File: src/rtl/filter_pkg.sv
// -----------------------------------------------------------------------------
// filter_pkg
// Shared definitions for the write-back filter sequencer:
//   - filter mode encodings presented to the filter bank
//   - sequencer state enum
//   - pixel type and a small mode-decode helper
// -----------------------------------------------------------------------------
package filter_pkg;

  typedef logic [31:0] argb_t;
  typedef logic [2:0]  mode_t;

  // Filter bank mux selections. Only the horizontal blur needs history
  // priming; every other mode is a per-pixel operation.
  localparam mode_t MODE_PASS    = 3'b000;
  localparam mode_t MODE_GRAY    = 3'b001;
  localparam mode_t MODE_INVERT  = 3'b010;
  localparam mode_t MODE_THRESH  = 3'b011;
  localparam mode_t MODE_SEPIA   = 3'b100;
  localparam mode_t MODE_HBLUR   = 3'b101;

  typedef enum logic [1:0] {
    ST_IDLE  = 2'd0,
    ST_PRIME = 2'd1,
    ST_RUN   = 2'd2,
    ST_DRAIN = 2'd3
  } seq_state_t;

  // True for modes whose filter keeps a horizontal history that must be
  // refilled with the row's edge pixel before the row starts.
  function automatic logic needs_prime(input mode_t m);
    return (m == MODE_HBLUR);
  endfunction

endpackage

File: src/rtl/filter_seq_ctrl_if.sv
// -----------------------------------------------------------------------------
// filter_seq_ctrl_if
// Bundles the three streams around the sequencer:
//   in_*   : upstream ARGB pixel stream (valid/ready)
//   wb_en, mode_wb, filt_data, filt_result : filter bank control/data
//   out_*  : registered, backpressured output stream toward the write path
// Modports:
//   master : the sequencer (consumes pixels, drives the filter bank and output)
//   slave  : the surroundings (pixel source, filter bank, write path)
// -----------------------------------------------------------------------------
interface filter_seq_ctrl_if;
  import filter_pkg::*;

  // Upstream read stream
  logic  in_valid;
  argb_t in_data;
  logic  in_ready;

  // Filter bank
  logic  wb_en;
  mode_t mode_wb;
  argb_t filt_data;
  argb_t filt_result;

  // Downstream write stream
  logic  out_valid;
  argb_t out_data;
  logic  out_ready;

  modport master (
    input  in_valid, in_data, filt_result, out_ready,
    output in_ready, wb_en, mode_wb, filt_data, out_valid, out_data
  );

  modport slave (
    output in_valid, in_data, filt_result, out_ready,
    input  in_ready, wb_en, mode_wb, filt_data, out_valid, out_data
  );

endinterface

File: src/rtl/dim_counter.sv
// -----------------------------------------------------------------------------
// dim_counter
// Column/row position tracker for one frame.
// Ports:
//   clk, rst        : clock, asynchronous active-high reset
//   clear           : zero both counters (frame start)
//   advance         : one pixel consumed; col steps, wrapping into row
//   row_width       : pixels per row (latched copy, never 0 while advancing)
//   num_rows        : rows per frame (latched copy, never 0 while advancing)
//   last_col        : current pixel is the last of its row
//   last_pixel      : current pixel is the last of the frame
// -----------------------------------------------------------------------------
module dim_counter #(
  parameter int DIM_W = 10
) (
  input  logic             clk,
  input  logic             rst,
  input  logic             clear,
  input  logic             advance,
  input  logic [DIM_W-1:0] row_width,
  input  logic [DIM_W-1:0] num_rows,
  output logic             last_col,
  output logic             last_pixel
);

  logic [DIM_W-1:0] col;
  logic [DIM_W-1:0] row;

  // NOTE: sequential state is updated with non-blocking assignments so every
  // register samples the pre-edge values, independent of statement order.
  always_ff @(posedge clk or posedge rst) begin
    if (rst) begin
      col <= '0;
      row <= '0;
    end else if (clear) begin
      col <= '0;
      row <= '0;
    end else if (advance) begin
      if (last_col) begin
        col <= '0;
        row <= row + DIM_W'(1);
      end else begin
        col <= col + DIM_W'(1);
      end
    end
  end

  assign last_col   = (col == row_width - DIM_W'(1));
  assign last_pixel = last_col && (row == num_rows - DIM_W'(1));

endmodule

File: src/rtl/filter_seq_ctrl.sv
// -----------------------------------------------------------------------------
// filter_seq_ctrl
// Sequencer for the write-back filter stage. Pulls ARGB pixels from the
// upstream stream, drives the filter bank (enable/mode/data), primes the
// horizontal-blur history with the row's edge pixel before every blur row,
// and registers the filter result into a backpressured output stream.
//
// Parameters:
//   DIM_W       : width of the row/column dimension values
//   PRIME_BEATS : replicated edge beats issued before each blur row (>= 1)
// Ports:
//   clk, rst          : clock, asynchronous active-high reset
//   start             : frame start pulse, honoured only when idle
//   mode              : filter mode, latched at start
//   row_width         : pixels per row, latched at start
//   num_rows          : rows per frame, latched at start
//   bus (master)      : in_* / filter bank / out_* streams
//   busy              : sequencer is not idle
//   done              : one-cycle pulse when the frame has fully drained
// -----------------------------------------------------------------------------
module filter_seq_ctrl
  import filter_pkg::*;
#(
  parameter int DIM_W       = 10,
  parameter int PRIME_BEATS = 3
) (
  input  logic               clk,
  input  logic               rst,
  input  logic               start,
  input  mode_t              mode,
  input  logic [DIM_W-1:0]   row_width,
  input  logic [DIM_W-1:0]   num_rows,
  filter_seq_ctrl_if.master  bus,
  output logic               busy,
  output logic               done
);

  localparam int PW = (PRIME_BEATS > 1) ? $clog2(PRIME_BEATS) : 1;
  localparam logic [PW-1:0] PRIME_LAST = PW'(PRIME_BEATS - 1);

  seq_state_t       state;
  mode_t            mode_q;
  logic [DIM_W-1:0] width_q;
  logic [DIM_W-1:0] rows_q;
  logic [PW-1:0]    prime_cnt;
  logic             out_valid_q;
  argb_t            out_data_q;
  logic             done_q;

  logic  slot_free;
  logic  advance;
  logic  prime_beat;
  logic  frame_clear;
  logic  last_col;
  logic  last_pixel;
  logic  in_ready_c;
  logic  wb_en_c;
  argb_t filt_data_c;

  // The output register can take a new pixel when it is empty or is being
  // emptied by the downstream in this same cycle.
  assign slot_free   = !out_valid_q || bus.out_ready;
  assign advance     = (state == ST_RUN) && bus.in_valid && slot_free;
  // Priming shows the row's first pixel to the filter without consuming it.
  assign prime_beat  = (state == ST_PRIME) && bus.in_valid;
  assign frame_clear = (state == ST_IDLE) && start;

  dim_counter #(
    .DIM_W (DIM_W)
  ) u_dim (
    .clk        (clk),
    .rst        (rst),
    .clear      (frame_clear),
    .advance    (advance),
    .row_width  (width_q),
    .num_rows   (rows_q),
    .last_col   (last_col),
    .last_pixel (last_pixel)
  );

  always_comb begin
    // NOTE: every output of this block gets a default first, so no path can
    // leave one unassigned and infer a latch.
    in_ready_c  = 1'b0;
    wb_en_c     = 1'b0;
    filt_data_c = '0;
    if (advance) begin
      in_ready_c  = 1'b1;
      wb_en_c     = 1'b1;
      filt_data_c = bus.in_data;
    end else if (prime_beat) begin
      wb_en_c     = 1'b1;
      filt_data_c = bus.in_data;
    end
  end

  always_ff @(posedge clk or posedge rst) begin
    if (rst) begin
      state       <= ST_IDLE;
      mode_q      <= MODE_PASS;
      width_q     <= '0;
      rows_q      <= '0;
      prime_cnt   <= '0;
      out_valid_q <= 1'b0;
      out_data_q  <= '0;
      done_q      <= 1'b0;
    end else begin
      done_q <= 1'b0;

      // A capture in the same cycle as a downstream accept keeps the slot
      // full with the new pixel.
      if (advance) begin
        out_valid_q <= 1'b1;
        out_data_q  <= bus.filt_result;
      end else if (bus.out_ready) begin
        out_valid_q <= 1'b0;
      end

      unique case (state)
        ST_IDLE: begin
          if (start) begin
            mode_q    <= mode;
            width_q   <= row_width;
            rows_q    <= num_rows;
            prime_cnt <= '0;
            if (row_width == '0 || num_rows == '0) begin
              state <= ST_DRAIN;
            end else if (needs_prime(mode)) begin
              state <= ST_PRIME;
            end else begin
              state <= ST_RUN;
            end
          end
        end

        ST_PRIME: begin
          if (bus.in_valid) begin
            if (prime_cnt == PRIME_LAST) begin
              prime_cnt <= '0;
              state     <= ST_RUN;
            end else begin
              prime_cnt <= prime_cnt + PW'(1);
            end
          end
        end

        ST_RUN: begin
          if (advance && last_col) begin
            if (last_pixel) begin
              state <= ST_DRAIN;
            end else if (needs_prime(mode_q)) begin
              state <= ST_PRIME;
            end
          end
        end

        ST_DRAIN: begin
          // Frame is complete once the final pixel has left the output slot.
          if (slot_free) begin
            done_q <= 1'b1;
            state  <= ST_IDLE;
          end
        end

        default: state <= ST_IDLE;
      endcase
    end
  end

  assign bus.in_ready  = in_ready_c;
  assign bus.wb_en     = wb_en_c;
  assign bus.filt_data = filt_data_c;
  assign bus.mode_wb   = mode_q;
  assign bus.out_valid = out_valid_q;
  assign bus.out_data  = out_data_q;
  assign busy          = (state != ST_IDLE);
  assign done          = done_q;

endmodule

File: src/flat_wrapper.sv
// flat-port wrapper written by rule: the top's interface ports become plain ports
module filter_seq_ctrl_flat import filter_pkg::*;
#(
  parameter int DIM_W       = 10,
  parameter int PRIME_BEATS = 3
)
  (clk, rst, start, mode, row_width, num_rows, busy, done, bus_in_valid, bus_in_data, bus_filt_result, bus_out_ready, bus_in_ready, bus_wb_en, bus_mode_wb, bus_filt_data, bus_out_valid, bus_out_data);
  filter_seq_ctrl_if bus_i ();
  input  logic clk;
  input  logic rst;
  input  logic start;
  input  mode_t mode;
  input  logic [DIM_W-1:0] row_width;
  input  logic [DIM_W-1:0] num_rows;
  output logic busy;
  output logic done;
  input wire logic [$bits(bus_i.in_valid)-1:0] bus_in_valid;
  input wire logic [$bits(bus_i.in_data)-1:0] bus_in_data;
  input wire logic [$bits(bus_i.filt_result)-1:0] bus_filt_result;
  input wire logic [$bits(bus_i.out_ready)-1:0] bus_out_ready;
  output wire logic [$bits(bus_i.in_ready)-1:0] bus_in_ready;
  output wire logic [$bits(bus_i.wb_en)-1:0] bus_wb_en;
  output wire logic [$bits(bus_i.mode_wb)-1:0] bus_mode_wb;
  output wire logic [$bits(bus_i.filt_data)-1:0] bus_filt_data;
  output wire logic [$bits(bus_i.out_valid)-1:0] bus_out_valid;
  output wire logic [$bits(bus_i.out_data)-1:0] bus_out_data;
  assign bus_i.in_valid = bus_in_valid;
  assign bus_i.in_data = bus_in_data;
  assign bus_i.filt_result = bus_filt_result;
  assign bus_i.out_ready = bus_out_ready;
  assign bus_in_ready = bus_i.in_ready;
  assign bus_wb_en = bus_i.wb_en;
  assign bus_mode_wb = bus_i.mode_wb;
  assign bus_filt_data = bus_i.filt_data;
  assign bus_out_valid = bus_i.out_valid;
  assign bus_out_data = bus_i.out_data;
  filter_seq_ctrl #(.DIM_W(DIM_W), .PRIME_BEATS(PRIME_BEATS)) u_core (.clk(clk), .rst(rst), .start(start), .mode(mode), .row_width(row_width), .num_rows(num_rows), .bus(bus_i), .busy(busy), .done(done));
endmodule
File: config.mk
export PLATFORM = sky130hd
export DESIGN_NAME = filter_seq_ctrl_flat
export DESIGN_NICKNAME = d
export VERILOG_FILES = /design/src/rtl/filter_pkg.sv /design/src/rtl/filter_seq_ctrl_if.sv /design/src/rtl/dim_counter.sv /design/src/rtl/filter_seq_ctrl.sv /design/src/flat_wrapper.sv
export SDC_FILE = /design/constraint.sdc
export NUM_CORES = 1
export LEC_CHECK = 0
export CAP_MARGIN = 20
export CORE_UTILIZATION = 49
export CTS_CLUSTER_SIZE = 8
export DETAILED_ROUTE_END_ITERATION = 16
export PLACE_DENSITY = 0.94
export SYNTH_ARGS = -nofsm -noshare
export SYNTH_HDL_FRONTEND = slang
export SYNTH_SLANG_ARGS = --single-unit
File: constraint.sdc
create_clock -name clk -period 6.6 [get_ports clk]
set_clock_uncertainty 0.05 [all_clocks]
set_input_delay 0.66 -clock clk [delete_from_list [all_inputs] [get_ports clk]]
set_output_delay 0.66 -clock clk [all_outputs]
set_load 0.01 [all_outputs]
Word level (Yosys, flattened, before mapping). Cells that the tools add are included.

Register bits: 81. Bits of input ports: 92. Output and inout bits: 72. Logic and storage cells: 79.

$add $sub $neg: 5. Equality and inequality tests: 14. Mux-type cells: 29. Reduce and logical (&&, ||, !) cells: 21.

Operators by type and width (count): $mux 32 (2); $mux 10 (6); $mux 2 (12); $add 10x1->10 const B (2); $eq 10x10->1 (2); $logic_not 10->1 (2); $sub 10x1->10 const B (2); $reduce_bool 2->1 (5); $ne 2x2->1 const B (4); $pmux 2 s4 (1); $mux 1 (7); $eq 2x2->1 const B (3); $eq 3x3->1 const B (2); $logic_and 1x1->1 (6); $reduce_and 6->1 (1); $pmux 2 s2 (1); $reduce_and 2->1 (2); $ne 3x2->1 const B (1); $reduce_and 3->1 (1); $add 2x1->2 const B (1); $eq 2x1->1 const B (1); $logic_not 2->1 (1); $logic_or 1x1->1 (2); $ne 2x1->1 const B (1); $logic_not 1->1 (1).

Logic depth before layout (Yosys ltp). Gate-level depths: netlist (run 1).

Depth after elaboration: 6. Mapped depth: 11. Gate-level depth less buffers: 9.

Modules after synthesis. A second synthesis (run 1) with hierarchy kept.

Cell total of the unflattened synthesis: 411. Area, all modules: 4459.3 sq um.

Modules (own cells, without submodules): filter_seq_ctrl (instances 1, cells each 209, area each 2732.6 sq um, seq. area each 1526.5 sq um); dim_counter (instances 1, cells each 202, area each 1726.7 sq um, seq. area each 500.5 sq um).

Worst setup path before layout (run 1). Ideal clock, no wire load.

Kind: register to register. Start point: register u_core.width_q[0]. End point: register u_core.u_dim.row[7]. Library setup time: 0.078 ns. Arrival time: 2.541 ns. Data required time: 6.472 ns. Path slack: 3.931 ns. Cell stages (with the launch flop): 11. Buffers on the path: 2. Period minus slack after synthesis: 2.669 ns. Cell sequence: dfrtp_1 > clkbuf_1 > inv_1 > ha_1 > clkbuf_1 > mux2i_1 > a21oi_1 > a2111oi_4 > nand4_2 > or4_1 > a21oi_1.

Longest elaborated chain between the ends: 4.

RTL lines: start, declared (line filter_seq_ctrl.sv:43) `logic [DIM_W-1:0] width_q;`; start signal, assigned (line filter_seq_ctrl.sv:123) `width_q <= row_width;`; $sub 10x1->10 (line dim_counter.sv:48) `assign last_col = (col == row_width - DIM_W'(1));`; $eq 10x10->1 (line dim_counter.sv:48); $reduce_bool 2->1 (no line); $reduce_and 2->1 (no line); end signal, assigned (line dim_counter.sv:41) `row <= row + DIM_W'(1);`; end, declared (line dim_counter.sv:27) `logic [DIM_W-1:0] row;`.

Every way passes these cells. A chain may end at the register's enable or synchronous reset.

Worst setup path after layout (run 1).
Start point: input port bus_out_ready. End point: output port bus_filt_data[16].

Longest elaborated chain between the ends: 3.

RTL lines: start, declared (line flat_wrapper.sv:20) `input wire logic [$bits(bus_i.out_ready)-1:0] bus_out_ready;`; $logic_or 1x1->1 (line filter_seq_ctrl.sv:62) `assign slot_free = !out_valid_q || bus.out_ready;`; $logic_and 1x1->1 (line filter_seq_ctrl.sv:63) `assign advance = (state == ST_RUN) && bus.in_valid && slot_free;`; $mux 32 (line filter_seq_ctrl.sv:87) `if (advance) begin`; end, declared (line flat_wrapper.sv:24) `output wire logic [$bits(bus_i.filt_data)-1:0] bus_filt_data;`.

Every way passes these cells.

==> flow_metrics.tcl, run 1 <==
set metrics [dict create \
    grt_pass1_wl_um 20600 \
    synth_warnings 0 \
    drt-vias-per-instance 5.57 \
    synthTopCellsByArea "dfrtp_1 (45%), nand2_1 (14%), and3_1 (5.3%), xnor2_1 (3.5%), o21ai_0 (2.1%)" \
    dr.pass1.iters 5 \
    cts_tree "done" \
    clock_path_buffers 2 \
    antenna_left 0 \
    post_cts_buffers 0 \
    cts_max_level 3 \
    vias 4420 \
    ys_ff_latch 81 \
    clk_pin_slew_ns 0.08 \
    crit_arrival_ns 3.09 \
    dieHeight_um 97.5 \
    finalSetupViolCount 0 \
    whs_path_depth 2 \
    power_density_mw_per_mm2 410 \
    finalHoldViolCount 0 \
    path_max_fanout 33 \
    synth-main-ff-cell "dfrtp_1" \
    diodes 0 \
    grt_pass1_vias 4277 \
    rrSetupSlack_ns 3.27 \
    critPathTopFamily "buffers and inverters" \
    clk_latency_ns 0.35 \
    drc 0 \
    fin_crit_ns 3.80 \
    n_fill_cell 624 \
    track_usage_pct 27.0 \
    stdcell_area_mm2 0.00641 \
    finalNetCount 776 \
    die-area_mm2 0.00950 \
    slowest_delay_ns 0.86 \
    cts-hold-fix-buffers 0 \
    grt_max_degree 82 \
    routedWlPerCell_um 16.1 \
    relSlewSlack_pct 28.3 \
    hp-class "reg -> reg" \
    path_common_cell "clkdlybuf4s50_1" \
    finalWirelength_um 12700 \
    cp-end-kind "output port" \
    drtIter0Drc 249 \
    ys_seq_area_share_pct 45.4 \
    synth_largest_area_cell "dfrtp_1" \
    synthArstFlopShare_pct 100 \
    worstReg2RegStart "u_core.width_q[0]" \
    cts_made_buffers 9 \
    cp.required_ns 5.89 \
    worst_setup_path_start_kind "primary input" \
    r2r_end "u_core.u_dim.row[5]" \
    io_buffers 163 \
    outcome "finished clean" \
    crit_type "in -> out" \
    synth.distinct_cells 53 \
    grt_antenna_before_repair 0 \
    synthTopCellsByCount "nand2_1 (172), dfrtp_1 (81), and3_1 (38), clkbuf_1 (25), o21ai_0 (19)" \
    ir_worst_vdd_mv 0.259 \
    synth_top_area_share_pct 45.4 \
    hold_path_startpoint "u_core.bus.out_data[21]" \
    fin_crit_sh_pct 57.5 \
    path_cells "clkdlybuf4s50_1, nand2b_1, nand2_1, mux2i_2, and3_1, clkdlybuf4s50_1" \
    core_mm2 0.00876 \
    fmax_mhz 263 \
    setup_tns_ns 0 \
    dp_hpwl_um 9380 \
    synth-edff-count 0 \
    cts_root_buf "clkbuf_8" \
    slowest_stage "mux2i_2" \
    p_leak_nw 2.94 \
    synth_nets 627 \
    row_count 34 \
    r2r_cells 9 \
    io_pins 164 \
    tightestPinTransition_ns 1.05 \
    gp_congestion 0.889 \
    grt_overflow 0 \
    syn_inst 531 \
    layout-drive-gt1-share_pct 4.96 \
    cts.repair.resized 0 \
    worst-path-buf-inv 2 \
    cts_sinks 81 \
    synth_area_per_cell_um2 8.41 \
    syn2layout_area_growth_pct 43.5 \
    synth.cell_area_mm2 0.00447 \
    cap_violations 0 \
    rsz0062_at_grt "no" \
    slew_violations 0 \
    hold_end "u_core.bus.out_data[21]" \
    start_util_pct 51.0 \
    place_area_mm2 0.00613 \
    yosysMostFrequentCell "nand2_1" \
    die_w_um 97.5 \
]
[metal layers]
metal  track usage, %  vias to the layer above  routed length (um)
met4             10.6                        0                 334
met3             5.83                       24                 747
li1                 -                     2101                   -
met2             49.9                      162                7010
met1             29.8                     2133                4660
met5                0                        -                   0
[kinds of logic (layout without fill, tap and decap cells)]
kind of cell / after synthesis / in the layout / synth area share (%)
adders and majority gates: 4 / 4 / 1.12
DFF: 81 / 81 / 45.4
muxes: 7 / 7 / 1.68
and+or+nand+nor: 300 / 300 / 31.7
buffers and inverters: 42 / 196 / 4.01
AOI/OAI and AO/OA: 70 / 70 / 10.8
xor gates and xnor gates: 27 / 27 / 5.30
[state kept, by name, indices dropped and copies added, names as in the netlist]
name and flops:
u_core.u_dim.row 10, u_core.width_q 10, u_core.u_dim.col 10, u_core.prime_cnt 2
u_core.bus.out_valid 1, u_core.state 2, u_core.bus.out_data 32, u_core.bus.mode_wb 3
u_core.rows_q 10, u_core.done 1
[worst max path at each step]
stage | from | end | slack, ns | cells after the start
6_report | bus_out_ready | bus_filt_data[16] | 2.80 | 6
4_1_cts | bus_out_ready | bus_filt_data[16] | 2.80 | 6
3_3_place_gp | bus_out_ready | bus_filt_data[26] | 2.96 | 6
3_5_place_dp | bus_out_ready | bus_filt_data[16] | 2.80 | 6
2_1_floorplan | rst | u_core.bus.mode_wb[0] | 3.81 | 1
5_1_grt | bus_out_ready | bus_filt_data[16] | 2.60 | 6
[layout by cell type (no fill, tap or decap), types with 3 or more instances in the layout]
master / n
a21oi_1: 16
a22o_1: 6
a31oi_1: 10
and3_1: 38
buf_4: 4
bufinv_16: 3
clkbuf_8: 10
clkdlybuf4s50_1: 163
dfrtp_1: 81
ha_1: 4
inv_1: 10
mux2i_1: 5
nand2_1: 172
nand2b_1: 10
nand3_1: 16
nand4_1: 5
nor2_1: 16
nor3_1: 6
nor4_1: 10
o21ai_0: 19
o31ai_1: 4
or3_1: 7
or4_1: 3
xnor2_1: 18
xor2_1: 9
[power by group]
| part | leakage, nW | internal [W] | switching, W | total (W) |
|---|---|---|---|---|
| clock | 0.123 | 0.000263 | 0.000187 | 0.000450 |
| sequential | 1.04 | 0.000683 | 0.000197 | 0.000880 |
| combinational | 1.78 | 0.000638 | 0.000659 | 0.00130 |
| total | 2.94 | 0.00158 | 0.00104 | 0.00263 |
[tightest hold or removal path: cells and delay by family, from the launching register on]
| kind | cells | cell delay, ns |
|---|---|---|
| DFF | 1 | 0.35 |
| and+or+nand+nor | 2 | 0.11 |
[through the flow]
stage / hold slack, ns / power, W / worst slack [ns] / instances / utilization, %
6_report: 0.431 / 0.00263 / 2.80 / 793 / 73.1
3_3_place_gp: 0.407 / 0.00210 / 2.96 / 776 / 70.0
2_1_floorplan: 0.417 / 0.00163 / 3.81 / 531 / -
5_1_grt: 0.461 / 0.00280 / 2.60 / 793 / 73.1
3_5_place_dp: 0.412 / 0.00218 / 2.80 / 776 / 70.0
4_1_cts: 0.438 / 0.00264 / 2.80 / 792 / 72.9
[area by class of cell]
type / instances / area, um^2 / share of cell area, %
multi-input cells: 408 / 2270 / 35.4
inverters: 12 / 45.0 / 0.703
clock inverters: 6 / 115 / 1.80
clock buffers: 10 / 138 / 2.15
flip-flops and latches: 81 / 2030 / 31.6
well taps: 108 / 135 / 2.11
repair buffers: 168 / 1680 / 26.2
(Power assumes the default switching activity.)
==> inputs of run 2 (changes only) <==
--- a/config.mk
+++ b/config.mk
@@ -6,10 +6,10 @@
 export NUM_CORES = 1
 export LEC_CHECK = 0
 export CAP_MARGIN = 20
-export CORE_UTILIZATION = 49
+export CORE_UTILIZATION = 41
 export CTS_CLUSTER_SIZE = 8
 export DETAILED_ROUTE_END_ITERATION = 16
-export PLACE_DENSITY = 0.94
+export PLACE_DENSITY = 0.85
 export SYNTH_ARGS = -nofsm -noshare
 export SYNTH_HDL_FRONTEND = slang
 export SYNTH_SLANG_ARGS = --single-unit
==> constraint.sdc (replaced) <==
create_clock -name clk -period 3.13 [get_ports clk]
set_clock_uncertainty 0.05 [all_clocks]
set_input_delay 0.313 -clock clk [delete_from_list [all_inputs] [get_ports clk]]
set_output_delay 0.313 -clock clk [all_outputs]
set_load 0.01 [all_outputs]
==> flow_metrics.tcl, run 2 (synthesized netlist as in run 1, its figures left out) <==
set metrics [dict create \
    largest_reg_flops 32 \
    worst_setup_path_start_kind "flip-flop" \
    grt_pass1_vias 4175 \
    dp.cells 808 \
    grt_max_degree 38 \
    grt_pass1_wl_um 20200 \
    cts_sinks 81 \
    rrSetupSlack_ns 0.29 \
    cp.required_ns 3.37 \
    hp-class "in -> async" \
    layout-drive-gt1-share_pct 5.38 \
    die-area_mm2 0.0113 \
    slowest_stage "or4_1" \
    finalPower_w 0.00547 \
    final_common_cell "nand2_1" \
    clk_pin_slew_ns 0.08 \
    syn2layout_area_growth_pct 44.2 \
    antenna_left 0 \
    power_density_mw_per_mm2 850 \
    cts_max_level 3 \
    cts_tree "done" \
    ir_worst_vdd_mv 0.352 \
    dieHeight_um 106 \
    grt_antenna_before_repair 1 \
    gp_congestion 0.860 \
    slew_violations 0 \
    fmax_mhz 352 \
    place_area_mm2 0.00620 \
    die_w_um 106 \
    clk_latency_ns 0.36 \
    drc 0 \
    core_mm2 0.0105 \
    finalNetCount 780 \
    finalHoldViolCount 0 \
    slowest_delay_ns 0.56 \
    p_leak_nw 2.94 \
    whs_ns 0.225 \
    io_buffers 163 \
    critPathTopFamily "simple AND/OR/NAND/NOR gates" \
    fin_cells 825 \
    outcome "finished clean" \
    rsz0062_at_grt "no" \
    finalSetupViolCount 0 \
    grt_overflow 0 \
    relSlewSlack_pct 67.9 \
    dp_hpwl_um 9560 \
    routedWlPerCell_um 15.5 \
    io_pins 164 \
    path_cells "inv_1, ha_2, nor4b_2, xnor2_1, a31oi_1, a31oi_2, buf_4, nand4_4, or4_1, a21oi_1" \
    cts-hold-fix-buffers 0 \
    cts_root_buf "clkbuf_8" \
    crit_type "reg -> reg" \
    start_util_pct 42.7 \
    tightestPinTransition_ns 0.481 \
    cp-end-kind "flip-flop" \
    clock_path_buffers 2 \
    setup_ws_ns 0.292 \
    drtIter0Drc 300 \
    cap_violations 0 \
    row_count 37 \
    finalWirelength_um 12800 \
    vias 4394 \
    fin_crit_sh_pct 90.7 \
    cts_made_buffers 9 \
    mostFrequentLayoutCells "nand2_1 (172), clkdlybuf4s50_1 (163), dfrtp_1 (81), and3_1 (38), o21ai_0 (19)" \
    worst-path-buf-inv 2 \
    crit_arrival_ns 3.08 \
    dr.pass1.iters 4 \
    place_ws_ns -0.00757 \
    track_usage_pct 22.6 \
    path_max_fanout 19 \
    stdcell_area_mm2 0.00644 \
    fin_crit_ns 2.84 \
    drt-vias-per-instance 5.33 \
]
==> run 2: area by class of cell <==
type	count	area [um^2]
fill	889	4020
timing repair buffer	172	1700
clock inverter	3	65.1
sequential	81	2030
tap	136	170
clock buffer	12	145
inverter	12	46.3
antenna	1	2.50
multi-input combinational	408	2280
==> run 2: stage by stage <==
| stage | util, % | TNS (ns) |
|---|---|---|
| after floorplan | - | 0 |
| after global placement | 59.3 | 0 |
| after detailed placement | 59.3 | -0.00757 |
| after CTS | 61.4 | 0 |
| after global routing | 61.5 | 0 |
| final | 61.5 | 0 |
==> run 2: worst paths after layout <==
path,start,to,cells past startpoint
worst max-delay path,u_core.width_q[0],u_core.u_dim.row[5],10
worst min-delay path,rst,u_core.bus.out_data[13],2
worst max register to register,u_core.width_q[0],u_core.u_dim.row[5],10
worst min register to register,u_core.bus.out_data[17],u_core.bus.out_data[17],2
max in group asynchronous,rst,u_core.bus.out_valid,3
min in group clk,bus_filt_result[23],u_core.bus.out_data[23],3
==> run 2: repair_timing <==
action / in CTS / in global routing
buffers inserted: 0 / 1
gates resized for setup: 1 / 2
endpoints found under the hold margin: 0 / 0
setup endpoints to repair: 3 / 8
cloned: 0 / 0
==> run 2: where the power goes <==
| group | internal [W] | leakage (nW) | switching, W |
|---|---|---|---|
| combinational | 0.00138 | 1.80 | 0.00140 |
| sequential | 0.00144 | 1.04 | 0.000414 |
| clock | 0.000466 | 0.106 | 0.000373 |
==> run 2: routing by layer <==
| layer | wire length [um] | vias to the layer above | track usage (%) | part of all wire [%] |
|---|---|---|---|---|
| met5 | 0 | - | 0 | 0 |
| met4 | 302 | 0 | 9.82 | 2.4 |
| met3 | 657 | 25 | 3.99 | 5.1 |
| met2 | 6670 | 129 | 40.3 | 52 |
| met1 | 5140 | 2124 | 26.4 | 40 |
| li1 | - | 2116 | - | - |
==> inputs of run 3 (changes only) <==
--- a/config.mk
+++ b/config.mk
@@ -5,7 +5,7 @@
 export SDC_FILE = /design/constraint.sdc
 export NUM_CORES = 1
 export LEC_CHECK = 0
-export CAP_MARGIN = 20
+export CAP_MARGIN = 5
 export CORE_UTILIZATION = 41
 export CTS_CLUSTER_SIZE = 8
 export DETAILED_ROUTE_END_ITERATION = 16
==> results of run 3 <==
No change in the layout: final DEF, timing and power equal those of run 2.
